===== config.mk =====
export PLATFORM = sky130hd
export DESIGN_NAME = max7219_link_scheduler
export DESIGN_NICKNAME = d
export VERILOG_FILES = /design/src/rtl/max7219_link_scheduler.sv
export SDC_FILE = /design/constraint.sdc
export NUM_CORES = 1
export LEC_CHECK = 0
export ABC_AREA = 1
export ABC_CLOCK_PERIOD_IN_PS = 5800
export CAP_MARGIN = 5
export CORE_ASPECT_RATIO = 1.1
export CORE_MARGIN = 8
export CORE_UTILIZATION = 45
export DETAILED_ROUTE_END_ITERATION = 7
export PLACE_DENSITY = 0.83
export SETUP_SLACK_MARGIN = 0.02
export SLEW_MARGIN = 20
export SYNTH_ARGS = -nofsm -noshare
export SYNTH_HDL_FRONTEND = slang
export SYNTH_SLANG_ARGS = --single-unit

===== constraint.sdc =====
create_clock -name clk -period 5.8 [get_ports clk]
set_input_delay 1.45 -clock clk [delete_from_list [all_inputs] [get_ports clk]]
set_output_delay 1.45 -clock clk [all_outputs]
set_load 0.005 [all_outputs]

===== src/rtl/max7219_link_scheduler.sv =====
// max7219_link_scheduler
//   Owns the single MAX7219 serial link (daisy chain of NUM_CASCADES devices)
//   and schedules every register write onto it. After reset it replays the
//   five-frame power-up init, then arbitrates host commands against periodic
//   digit-refresh sweeps, handing one frame at a time to the SPI shifter via
//   a tx_start / tx_done handshake.
//
//   Optional build macro: MAX7219_LINK_WD_EN
//     defined   -> tx watchdog (WD_CYCLES) aborts a stuck frame and re-inits
//     undefined -> no watchdog, frames wait for tx_done forever, tx_timeout=0
module max7219_link_scheduler #(
   parameter int NUM_CASCADES = 1,
   parameter int INTENSITY    = 7,
   parameter int SCAN_LIMIT   = 7,
   parameter int REFRESH_DIV  = 50000,
   parameter int STARVE_MAX   = 4,
   parameter int WD_CYCLES    = 4096
) (
   input  logic                       clk,
   input  logic                       reset_n,
   input  logic [64*NUM_CASCADES-1:0] row_data,
   input  logic                       cmd_valid,
   output logic                       cmd_ready,
   input  logic [7:0]                 cmd_addr,
   input  logic [8*NUM_CASCADES-1:0]  cmd_data,
   output logic                       tx_start,
   output logic [7:0]                 tx_addr,
   output logic [8*NUM_CASCADES-1:0]  tx_data,
   input  logic                       tx_busy,
   input  logic                       tx_done,
   output logic                       init_done,
   output logic                       refresh_overrun,
   output logic                       tx_timeout
);

   localparam int DW    = 8 * NUM_CASCADES;
   localparam int RW    = 64 * NUM_CASCADES;
   localparam int REF_W = (REFRESH_DIV > 2) ? $clog2(REFRESH_DIV) : 1;
   localparam int STV_W = $clog2(STARVE_MAX + 2);

   localparam logic [2:0] S_INIT_ISSUE = 3'd0;
   localparam logic [2:0] S_INIT_WAIT  = 3'd1;
   localparam logic [2:0] S_IDLE       = 3'd2;
   localparam logic [2:0] S_ISSUE      = 3'd3;
   localparam logic [2:0] S_WAIT       = 3'd4;

   localparam logic [2:0] LAST_INIT_STEP = 3'd4;

   // Power-up register addresses, in replay order.
   function automatic logic [7:0] init_addr(input logic [2:0] step);
      case (step)
         3'd0:    init_addr = 8'h0F;   // display test off
         3'd1:    init_addr = 8'h0C;   // shutdown -> normal operation
         3'd2:    init_addr = 8'h0B;   // scan limit
         3'd3:    init_addr = 8'h0A;   // intensity
         default: init_addr = 8'h09;   // decode mode: raw segments
      endcase
   endfunction

   // Power-up register values; the same byte goes to every cascade.
   function automatic logic [7:0] init_value(input logic [2:0] step);
      case (step)
         3'd0:    init_value = 8'h00;
         3'd1:    init_value = 8'h01;
         3'd2:    init_value = 8'(SCAN_LIMIT);
         3'd3:    init_value = 8'(INTENSITY);
         default: init_value = 8'h00;
      endcase
   endfunction

   // Control state
   logic [2:0]       r_state;
   logic [2:0]       r_step;
   logic             r_init_done;
   logic             r_pending;
   logic [2:0]       r_sweep;
   logic [STV_W-1:0] r_starve;
   logic [REF_W-1:0] r_ref_cnt;
   logic             r_overrun;

   // Datapath registers (no reset: only meaningful once loaded)
   logic [7:0]       r_tx_addr;
   logic [DW-1:0]    r_tx_data;
   logic [RW-1:0]    r_snap;

   logic             w_in_init;
   logic             w_waiting;
   logic             w_issue;
   logic             w_idle;
   logic             w_starved;
   logic             w_host_grant;
   logic             w_ref_grant;
   logic             w_trigger;
   logic             w_wd_expire;
   logic [DW-1:0]    w_ref_data;
   logic [DW-1:0]    w_init_data;

   assign w_in_init = (r_state == S_INIT_ISSUE) || (r_state == S_INIT_WAIT);
   assign w_waiting = (r_state == S_INIT_WAIT)  || (r_state == S_WAIT);
   assign w_idle    = (r_state == S_IDLE);

   // A frame may only be launched into an idle shifter; otherwise retry next cycle.
   assign w_issue   = ((r_state == S_INIT_ISSUE) || (r_state == S_ISSUE)) && !tx_busy;

   // Host normally wins; after STARVE_MAX host grants against a pending
   // sweep, exactly one refresh digit is let through.
   assign w_starved    = r_pending && (r_starve == STV_W'(STARVE_MAX));
   assign w_host_grant = w_idle && cmd_valid && !w_starved;
   assign w_ref_grant  = w_idle && r_pending && !w_host_grant;

   assign w_trigger    = (r_ref_cnt == REF_W'(REFRESH_DIV - 1));

   assign w_init_data  = {NUM_CASCADES{init_value(r_step)}};

   // Pick the current sweep digit out of every cascade's snapshot.
   always_comb begin
      w_ref_data = '0;
      for (int i = 0; i < NUM_CASCADES; i++) begin
         w_ref_data[8*i +: 8] = r_snap[64*i + 8*r_sweep +: 8];
      end
   end

   // Combinational outputs are forced low while reset is held so a frame
   // start is withdrawn in the same cycle reset arrives.
   assign cmd_ready       = reset_n && w_host_grant;
   assign tx_start        = reset_n && w_issue;
   assign tx_addr         = !reset_n ? 8'h00 : (w_in_init ? init_addr(r_step) : r_tx_addr);
   assign tx_data         = !reset_n ? '0    : (w_in_init ? w_init_data       : r_tx_data);
   assign init_done       = r_init_done;
   assign refresh_overrun = r_overrun;

`ifdef MAX7219_LINK_WD_EN
   localparam int WD_W = $clog2(WD_CYCLES + 1);

   logic [WD_W-1:0] r_wd_cnt;
   logic            r_timeout;

   // Counter holds k in the k-th cycle after tx_start, so expiry lands the
   // abort (and the tx_timeout pulse) exactly WD_CYCLES after the start.
   assign w_wd_expire = w_waiting && !tx_done && (r_wd_cnt == WD_W'(WD_CYCLES - 1));
   assign tx_timeout  = r_timeout;

   // Watchdog: restart on every frame launch, count while waiting for done.
   always_ff @(posedge clk) begin
      if (!reset_n) begin
         r_wd_cnt  <= '0;
         r_timeout <= 1'b0;
      end else begin
         r_timeout <= w_wd_expire;
         if (w_issue) begin
            r_wd_cnt <= WD_W'(1);
         end else if (w_waiting && !tx_done) begin
            r_wd_cnt <= r_wd_cnt + WD_W'(1);
         end
      end
   end
`else
   // No watchdog: waits never expire. WD_CYCLES only matters when the
   // watchdog is built in.
   assign w_wd_expire = 1'b0 && (WD_CYCLES > 0);
   assign tx_timeout  = 1'b0;
`endif

   // Link FSM: init replay, then one frame at a time with arbitration in IDLE.
   always_ff @(posedge clk) begin
      if (!reset_n) begin
         r_state     <= S_INIT_ISSUE;
         r_step      <= 3'd0;
         r_init_done <= 1'b0;
      end else if (w_wd_expire) begin
         r_state     <= S_INIT_ISSUE;
         r_step      <= 3'd0;
         r_init_done <= 1'b0;
      end else begin
         case (r_state)
            S_INIT_ISSUE: begin
               if (w_issue) r_state <= S_INIT_WAIT;
            end
            S_INIT_WAIT: begin
               if (tx_done) begin
                  if (r_step == LAST_INIT_STEP) begin
                     r_state     <= S_IDLE;
                     r_step      <= 3'd0;
                     r_init_done <= 1'b1;
                  end else begin
                     r_state <= S_INIT_ISSUE;
                     r_step  <= r_step + 3'd1;
                  end
               end
            end
            S_IDLE: begin
               if (w_host_grant || w_ref_grant) r_state <= S_ISSUE;
            end
            S_ISSUE: begin
               if (w_issue) r_state <= S_WAIT;
            end
            S_WAIT: begin
               if (tx_done) r_state <= S_IDLE;
            end
            default: r_state <= S_INIT_ISSUE;
         endcase
      end
   end

   // Refresh timer, sweep progress, overrun pulse and starvation counter.
   always_ff @(posedge clk) begin
      if (!reset_n) begin
         r_ref_cnt <= '0;
         r_pending <= 1'b0;
         r_sweep   <= 3'd0;
         r_starve  <= '0;
         r_overrun <= 1'b0;
      end else begin
         r_ref_cnt <= w_trigger ? '0 : r_ref_cnt + REF_W'(1);
         // A trigger during an active sweep is reported, never queued.
         r_overrun <= w_trigger && r_pending;

         if (w_wd_expire) begin
            r_pending <= 1'b0;
            r_sweep   <= 3'd0;
         end else if (w_trigger && !r_pending) begin
            r_pending <= 1'b1;
            r_sweep   <= 3'd0;
         end else if (w_ref_grant) begin
            r_sweep <= r_sweep + 3'd1;
            if (r_sweep == 3'd7) r_pending <= 1'b0;
         end

         if (w_wd_expire || !r_pending || w_ref_grant) begin
            r_starve <= '0;
         end else if (w_host_grant) begin
            r_starve <= r_starve + STV_W'(1);
         end
      end
   end

   // Frame payload capture at grant time and row snapshot at sweep start.
   always_ff @(posedge clk) begin
      if (w_host_grant) begin
         r_tx_addr <= cmd_addr;
         r_tx_data <= cmd_data;
      end else if (w_ref_grant) begin
         r_tx_addr <= {5'd0, r_sweep} + 8'd1;
         r_tx_data <= w_ref_data;
      end
      if (w_trigger && !r_pending) begin
         r_snap <= row_data;
      end
   end

endmodule


# --- After elaboration in Yosys (flattened, before gate mapping) ---
# Index checks and enable logic that the tools add are counted.
# Widths: inputs -> output; s select.
totals:
  in_bits: 85
  ff_bits: 111
classes:
  eq_ne: 16
  bitwise_logic: 1
  shift: 1
  reduce_logical: 31
  add_sub_neg: 5
  mux: 21
ops:
  columns: ["operator", "count"]
  rows:
  - ["$mux 8", 8]
  - ["$shiftx 64x7->8", 1]
  - ["$mux 3", 6]
  - ["$add 16x1->16 const B", 1]
  - ["$eq 16x16->1 const B", 1]
  - ["$pmux 3 s5", 1]
  - ["$eq 3x2->1 const B", 4]
  - ["$eq 3x3->1 const B", 4]
  - ["$pmux 3 s4", 1]
  - ["$logic_and 1x1->1", 10]
  - ["$add 3x1->3 const B", 3]
  - ["$ne 2x2->1 const B", 4]
  - ["$reduce_or 2->1", 4]
  - ["$eq 3x1->1 const B", 2]
  - ["$logic_not 3->1", 2]
  - ["$pmux 3 s2", 1]
  - ["$reduce_bool 2->1", 3]
  - ["$reduce_and 5->1", 1]
  - ["$add 3x1->4 const B", 1]
  - ["$logic_not 1->1", 4]
  - ["$logic_or 1x1->1", 4]
  - ["$reduce_and 2->1", 2]
  - ["$mux 1", 3]
  - ["$reduce_and 3->1", 1]
  - ["other kinds (3)", 3]

# --- Longest topological paths before layout ---
# Gate-level depths: netlist (run 1).
logic_depth:
  depth_word: 9
  mapped_depth: 9
  depth_no_buf: 9

# --- Least setup slack after synthesis (run 1) ---
# Ideal clock, no wire load.
synth_timing:
  kind: "flip-flop to flip-flop"
  from: "reg r_ref_cnt[0]"
  to: "reg r_snap[0], enable pin"
  path_slack_ps: 1735
  required_time_ps: 5314
  arrival_ps: 3579
  stages_incl_launch_ff: 6
  cell_sequence: "dfxtp_1 ha_1 nand3_1 nor2_1 nand3_1 nor2_1"
synth_between:
  elab_chain_len: 2
synth_rtl:
  columns: ["item", "line_no", "rtl"]
  rows:
  - ["start, declared", "78", "logic [REF_W-1:0] r_ref_cnt;"]
  - ["start signal, assigned", "214", "r_ref_cnt <= w_trigger ? '0 : r_ref_cnt + REF_W'(1);"]
  - ["$eq 16x16->1", "111", "assign w_trigger = (r_ref_cnt == REF_W'(REFRESH_DIV - 1));"]
  - ["$logic_and 1x1->1", "246", "if (w_trigger && !r_pending) begin"]
  - ["end signal, assigned", "247", "r_snap <= row_data;"]
  - ["end, declared", "84", "logic [RW-1:0] r_snap;"]
# No other way between the ends.
# A chain may end at the register's enable or synchronous reset.

# --- Worst setup path in the final report (run 1) ---
layout_timing:
  from: "in reset_n"
  to: "out tx_data[6]"
layout_between:
  elab_chain_len: 1
layout_rtl:
  columns: ["item", "line_no", "rtl"]
  rows:
  - ["start, declared", "20", "input logic reset_n,"]
  - ["$mux 8", "128", "assign tx_data = !reset_n ? '0 : (w_in_init ? w_init_data : r_tx_data);"]
  - ["end, declared", "28", "output logic [8*NUM_CASCADES-1:0] tx_data,"]
# No other way between the ends.

==> results by group, run 1 <==
Run status
  • Result of the run: complete, no violations

GRT
  • Number of global-route vias before repair: a little over 4000
  • Total track usage: 0.162
  • Wire length of the first global-routing pass: 18800 um
  • Maximum number of pins on one net before global-route repair: 65
  • GR Overflow Total: 0
  • Number of antenna violations at the first check in global routing: 2

CTS
  • Buffer depth of the longest clock path: 2
  • Number of resized instances in the post-cts repair step: 0
  • H-tree depth reported by CTS: 3
  • Clk Latency, worst-skew pair: around 350 ps
  • CTS root buf: sky130_fd_sc_hd__clkbuf_16
  • Hold_buf cts: 0
  • Number of buffers created by CTS: 9
  • Post-CTS setup buffers: 0
  • Clock-pin slew on the worst setup and hold paths: ~70 ps
  • Clock tree sinks: 111
  • Clock tree from TritonCTS: yes

Logic synthesis
  • FFs w/ async S/R, synth: 0
  • Netlist cell types: 34
  • Sequential-to-total area share from yosys stat: 0.598
  • Number of cells produced by synthesis: ~540
  • Count of yosys warnings during synthesis: 0
  • Post-synth EDFFs: 80
  • Mapped Avg Cell Area: 9.43 um^2
  • Netlist area before placement: 5050 um^2
  • Total of flip-flops plus latches after synthesis: between 100 and 150
  • Number of nets in the synthesized netlist: roughly 630
  • Leading register cell type out of synthesis: sky130_fd_sc_hd__edfxtp_1

Floorplan
  • Die ar.: 14900 um^2
  • Ports: around 110
  • Row Count: 40
  • Chip Width: roughly 120 um
  • Core area: 11000 um^2
  • Starting utilization of the core area: 0.461
  • Die extent in y: between 100 and 150 um

Layout
  • Footprint of the multi-input gates: between 1500 and 2000 um^2
  • Share of layout cells above drive strength 1: 0.0639
  • Filler cell count: ~890
  • Finished Cell Area: 6500 um^2
  • Growth of design area from synthesis to finish: 28.7%
  • Layout net count: about 730
  • Seq. cell area: roughly 3000 um^2
  • ANT cells: 0

Timing
  • Final worst-path cycle share: 0.806
  • Max Clock Skew: about 6.8 ps
  • Final Setup Violations: 0
  • Number of hold violations in the final report: 0
  • Sum of negative setup slack: 0 ps
  • Maximum operating frequency: 0.214 GHz
  • Final period demand of the worst path: 4680 ps
  • Unrepaired setup endpoints after global routing: false
  • Worst slew margin: 0.386
  • Final Max Slew Viols: 0
  • Slew of the pin with the lowest slew margin: 920 ps

Detailed routing
  • Final WL: 12000 um
  • Starting DRT DRC Count: between 300 and 400
  • Vias per inst: 5.10
  • Post-route antenna net violation count: 0
  • Initial DRT Pass Iterations: 5
  • Routed length per placed instance: 15.1 um
  • Via count of the routed design: around 4000
  • Residual DRC: 0

Power and ir drop
  • Internal power summed over all cells: roughly 1.4 mW
  • Seq pwr share: 0.484
  • Clk network pwr share: 0.318
  • PwrDens: 290 nW/um^2
  • Proportion of total power due to net switching: 0.276
  • Switching power total: 0.521 mW
  • Max VDD drop: ~0.17 mV
  • Combinational power share: 0.199
  • Reported leakage power: between 2 and 2.5 nW

Critical path
  • Critical path data required time: between 4000 and 5000 ps
  • Crit path max fanout: 10
  • Kind of end point of the critical path: primary output
  • Setup slack on the worst flop-to-flop path: roughly 3500 ps
  • Launching element type of the critical path: input port
  • CP arrival: between 3000 and 4000 ps
  • Critical setup path kind: in -> out

Placed design
  • Final weighted congestion in routability-driven placement: around 0.83
  • Sum of net half-perimeters after detailed placement: roughly 8900 um
  • Placed Area: 6220 um^2
  • IO buf count: 104

Run
  • Max Cap Viol: 0

Min path
  • HP Class: reg -> reg
[stage by stage]
step                instances  hold WS [ps]  setup slack (ps)  power, mW   util
floorplan                 536           418              1730       1.13      -
global placement          773           425              1170       1.29  0.567
detailed placement        773           440              1090       1.31  0.567
CTS                       789           453              1100       1.90  0.593
global route              789           482              1000       1.97  0.593
finish                    789           462              1120       1.89  0.593
[layer usage]
layer,global-route usage,vias up,wire length (um)
met4,0.0769,4,382
met3,0.0485,29,978
met5,0,-,17
met1,0.191,1842,5020
li1,-,1984,-
met2,0.262,168,5560
[area by class of cell]
class | instances | share of cell area
Timing Repair Buffer | 108 | 0.165
Sequential cell | 111 | 0.465
Tap cell | 147 | 0.0283
Multi-Input combinational cell | 349 | 0.264
Clock inverter | 7 | 0.00905
Inverter | 58 | 0.0339
Clock buffer | 9 | 0.0346
[placed cells by master (no fill, tap or decap), drive strengths merged]
cell and n:
nand2 83, buf 4, xnor2 1, nor3 6, and3 1, xor2 3, nand4 8, conb 1
dfxtp 31, clkdlybuf4s50 104, clkinv 1, nand3b 1, ha 10, a21oi 19, inv 64, nor3b 1
a31oi 1, nand3 40, o21ai 44, clkbuf 9, edfxtp 80, nor2 122, o211ai 8
[cell usage after synthesis, drive strengths merged, types with 3 or more instances]
master | n | area, um^2
a21oi | 19 | 95.1
buf | 13 | 81.3
clkbuf | 5 | 20.0
dfxtp | 31 | 621
edfxtp | 80 | 2400
ha | 10 | 125
inv | 58 | 220
nand2 | 83 | 334
nand3 | 40 | 220
nand4 | 8 | 50.1
nor2 | 122 | 502
nor3 | 6 | 35.0
o211ai | 8 | 60.1
o21ai | 44 | 220
xor2 | 3 | 26.3
[worst paths after layout]
| check | startpoint | to | cells after the start |
|---|---|---|---|
| hold reg to reg | r_ref_cnt[0] | r_ref_cnt[0] | 1 |
| hold / removal | r_ref_cnt[0] | r_ref_cnt[0] | 1 |
| setup / recovery | reset_n | tx_data[6] | 4 |
| setup reg to reg | r_ref_cnt[0] | r_snap[20] | 6 |
[power groups by stage]
stage | Combinational (mW) | Clock (mW) | Sequential, mW
after floorplan | 0.213 | 0 | 0.920
after global placement | 0.360 | 0 | 0.929
after detailed placement | 0.375 | 0 | 0.932
after CTS | 0.376 | 0.610 | 0.913
after global routing | 0.417 | 0.640 | 0.917
final | 0.375 | 0.600 | 0.914
[logic make-up after synthesis]
logic type               synth area share
other                            0.000742
AO/OA/AOI/OAI                      0.0755
flip-flops                          0.598
adder cells (fa/ha/maj)            0.0248
buffers and inverters              0.0636
AND/OR/NAND/NOR                     0.230
XOR/XNOR                          0.00694
[flip-flops by register name, indices dropped and copies added (netlist names)]
name             count
r_starve             3
r_snap              64
r_pending            1
init_done            1
r_tx_data            8
r_sweep              3
r_ref_cnt           16
r_step               3
refresh_overrun      1
r_tx_addr            8
r_state              3
[worst max-delay path, stage by stage]
cell	delay [ps]
sky130_fd_sc_hd__clkdlybuf4s50_1	710
sky130_fd_sc_hd__o21ai_1	340
sky130_fd_sc_hd__nor2_1	200
sky130_fd_sc_hd__clkdlybuf4s50_1	520
No activity file was read; power rests on OpenSTA's default activity.
==> run 2, diff against run 1 <==
--- a/config.mk
+++ b/config.mk
@@ -6,13 +6,13 @@
 export NUM_CORES = 1
 export LEC_CHECK = 0
 export ABC_AREA = 1
-export ABC_CLOCK_PERIOD_IN_PS = 5800
+export ABC_CLOCK_PERIOD_IN_PS = 4200
 export CAP_MARGIN = 5
 export CORE_ASPECT_RATIO = 1.1
 export CORE_MARGIN = 8
 export CORE_UTILIZATION = 45
 export DETAILED_ROUTE_END_ITERATION = 7
-export PLACE_DENSITY = 0.83
+export PLACE_DENSITY = 0.86
 export SETUP_SLACK_MARGIN = 0.02
 export SLEW_MARGIN = 20
 export SYNTH_ARGS = -nofsm -noshare
==> constraint.sdc (replaced) <==
create_clock -name clk -period 4.2 [get_ports clk]
set_input_delay 1.05 -clock clk [delete_from_list [all_inputs] [get_ports clk]]
set_output_delay 1.05 -clock clk [all_outputs]
set_load 0.005 [all_outputs]
==> run 2 against run 1 <==
Critical path type unchanged; combinational power increased by 39%; non-clock buffer count did not move; highest routed layer is now met4; sequential power up 38%; worst hold slack got worse by 2.0 ps; sequential share of layout area fell by 0.25 points; power is 42% higher; global-route usage is 0.053 points lower; first-iteration DRC count is 23% lower.
==> results by group, run 2 (synthesized netlist as in run 1, its figures left out) <==
Detailed routing
  • Routed length per placed instance: between 10 and 15 um
  • Residual DRC: 0
  • Starting DRT DRC Count: 243
  • Via count of the routed design: 3992
  • Post-route antenna net violation count: 0
  • Initial DRT Pass Iterations: 4
  • Final WL: ~12000 um
  • Vias per inst: ~5

Timing
  • Sum of negative setup slack: 0 ps
  • Slew of the pin with the lowest slew margin: ~1000 ps
  • Final Max Slew Viols: 0
  • Final Setup Violations: 0
  • Setup slack after layout: around 300 ps
  • Worst slew margin: 0.332
  • Final worst-path cycle share: 0.929
  • Final period demand of the worst path: around 4000 ps
  • Number of hold violations in the final report: 0
  • Unrepaired setup endpoints after global routing: false
  • Max Clock Skew: between 10 and 15 ps
  • Maximum operating frequency: 0.256 GHz

Layout
  • Commonest non-fill, non-tap cells in the layout: sky130_fd_sc_hd__nor2_1, sky130_fd_sc_hd__clkdlybuf4s50_1, sky130_fd_sc_hd__edfxtp_1
  • Filler cell count: ~850
  • Finished Cell Area: roughly 6500 um^2
  • Max reg flops: 64
  • Leading registers by flop count: r_snap x64, r_ref_cnt x16
  • Growth of design area from synthesis to finish: 29.4%
  • Number of non-filler instances in the completed layout: about 790
  • Share of layout cells above drive strength 1: 0.0639
  • Most common cell after layout, fill and taps aside: sky130_fd_sc_hd__nor2_1
  • Layout net count: between 700 and 800
  • Reg with most FFs: r_snap
  • ANT cells: 0

CTS
  • CTS root buf: sky130_fd_sc_hd__clkbuf_16
  • Clock-pin slew on the worst setup and hold paths: around 70 ps
  • Clk Latency, worst-skew pair: 350 ps
  • Hold_buf cts: 0
  • Clock tree from TritonCTS: yes
  • Post-CTS setup buffers: 0
  • Clock tree sinks: about 110
  • H-tree depth reported by CTS: 3
  • Buffer depth of the longest clock path: 2
  • Number of resized instances in the post-cts repair step: 0
  • Number of buffers created by CTS: 9

Placed design
  • Instance count after placement with tap cells included: between 700 and 800
  • IO buf count: 104
  • Placed Area: 6210 um^2
  • Final weighted congestion in routability-driven placement: roughly 0.84
  • Sum of net half-perimeters after detailed placement: roughly 8800 um
  • Worst setup slack after placement: ~330 ps

GRT
  • Wire length of the first global-routing pass: about 19000 um
  • Number of global-route vias before repair: between 3000 and 4000
  • Number of antenna violations at the first check in global routing: 0
  • Maximum number of pins on one net before global-route repair: 65
  • GR Overflow Total: 0
  • Total track usage: 0.161

Critical path
  • CP arrival: 2850 ps
  • Crit path max fanout: 19
  • Kind of end point of the critical path: primary output
  • Launching element type of the critical path: input port
  • R2R Path Start: r_ref_cnt[0]
  • Reg2reg path depth: 6
  • Capturing point of the worst reg2reg path: r_snap[59]
  • Setup slack on the worst flop-to-flop path: about 2000 ps
  • Source of the critical timing path: cmd_valid
  • Critical setup path kind: in -> out
  • Critical path data required time: roughly 3200 ps

Power and ir drop
  • Max VDD drop: 0.227 mV
  • PwrDens: 410 nW/um^2
  • Reported leakage power: around 2.4 nW

Floorplan
  • Die ar.: between 10000 and 15000 um^2
  • Chip Width: about 120 um
  • Starting utilization of the core area: 0.461
  • Row Count: 40
  • Die extent in y: ~130 um
  • Core area: 11000 um^2
  • Ports: 106

Min path
  • Hold Path Depth: 1
  • HP Class: reg -> reg
  • End point of the most critical hold path: r_ref_cnt[0]
  • Min-Delay Startpoint: r_ref_cnt[0]

Run
  • Max Cap Viol: 0

Run status
  • Result of the run: complete, no violations
==> run 2: layout make-up <==
type                            count  area, um^2  area share
Sequential cell                   111        3020       0.462
Multi-Input combinational cell    349        1720       0.262
Timing Repair Buffer              108        1070       0.164
Clock buffer                        9         225      0.0345
Inverter                           58         220      0.0337
Tap cell                          147         184      0.0281
Clock inverter                      7        97.6      0.0149
==> run 2: where the power goes <==
part           leakage [nW]  switching (mW)  internal, mW
clock                 0.159           0.412         0.484
combinational          1.32           0.267         0.254
sequential            0.972          0.0407          1.22
==> run 2: how the worst max path moves through the flow <==
| stage | endpoint | slack, ps | depth (start not counted) |
|---|---|---|---|
| CTS | cmd_ready | 300 | 6 |
| global route | cmd_ready | 220 | 6 |
| finish | cmd_ready | 300 | 6 |
| detailed placement | cmd_ready | 330 | 6 |
| global placement | cmd_ready | 390 | 6 |
| floorplan | r_snap[0] | 130 | 5 |
==> run 2: through the flow <==
step	power [mW]	hold slack (ps)	utilization
after floorplan	1.56	418	-
after global placement	1.78	428	0.567
after detailed placement	1.81	442	0.567
after CTS	2.70	458	0.596
after global routing	2.81	475	0.596
final	2.68	460	0.596
==> run 2: layer usage <==
metal | share of wire | global-route usage | up-vias
li1 | - | - | 1984
met1 | 0.42 | 0.197 | 1822
met2 | 0.47 | 0.253 | 154
met3 | 0.082 | 0.0514 | 32
met4 | 0.026 | 0.0709 | 0
met5 | 0 | 0 | -
==> run 2: worst max-delay path: stages <==
cell	delay (ps)
sky130_fd_sc_hd__clkdlybuf4s50_1	550
sky130_fd_sc_hd__nand2_2	170
sky130_fd_sc_hd__nor2_8	250
sky130_fd_sc_hd__inv_4	140
sky130_fd_sc_hd__nor2_1	150
sky130_fd_sc_hd__clkdlybuf4s50_1	530
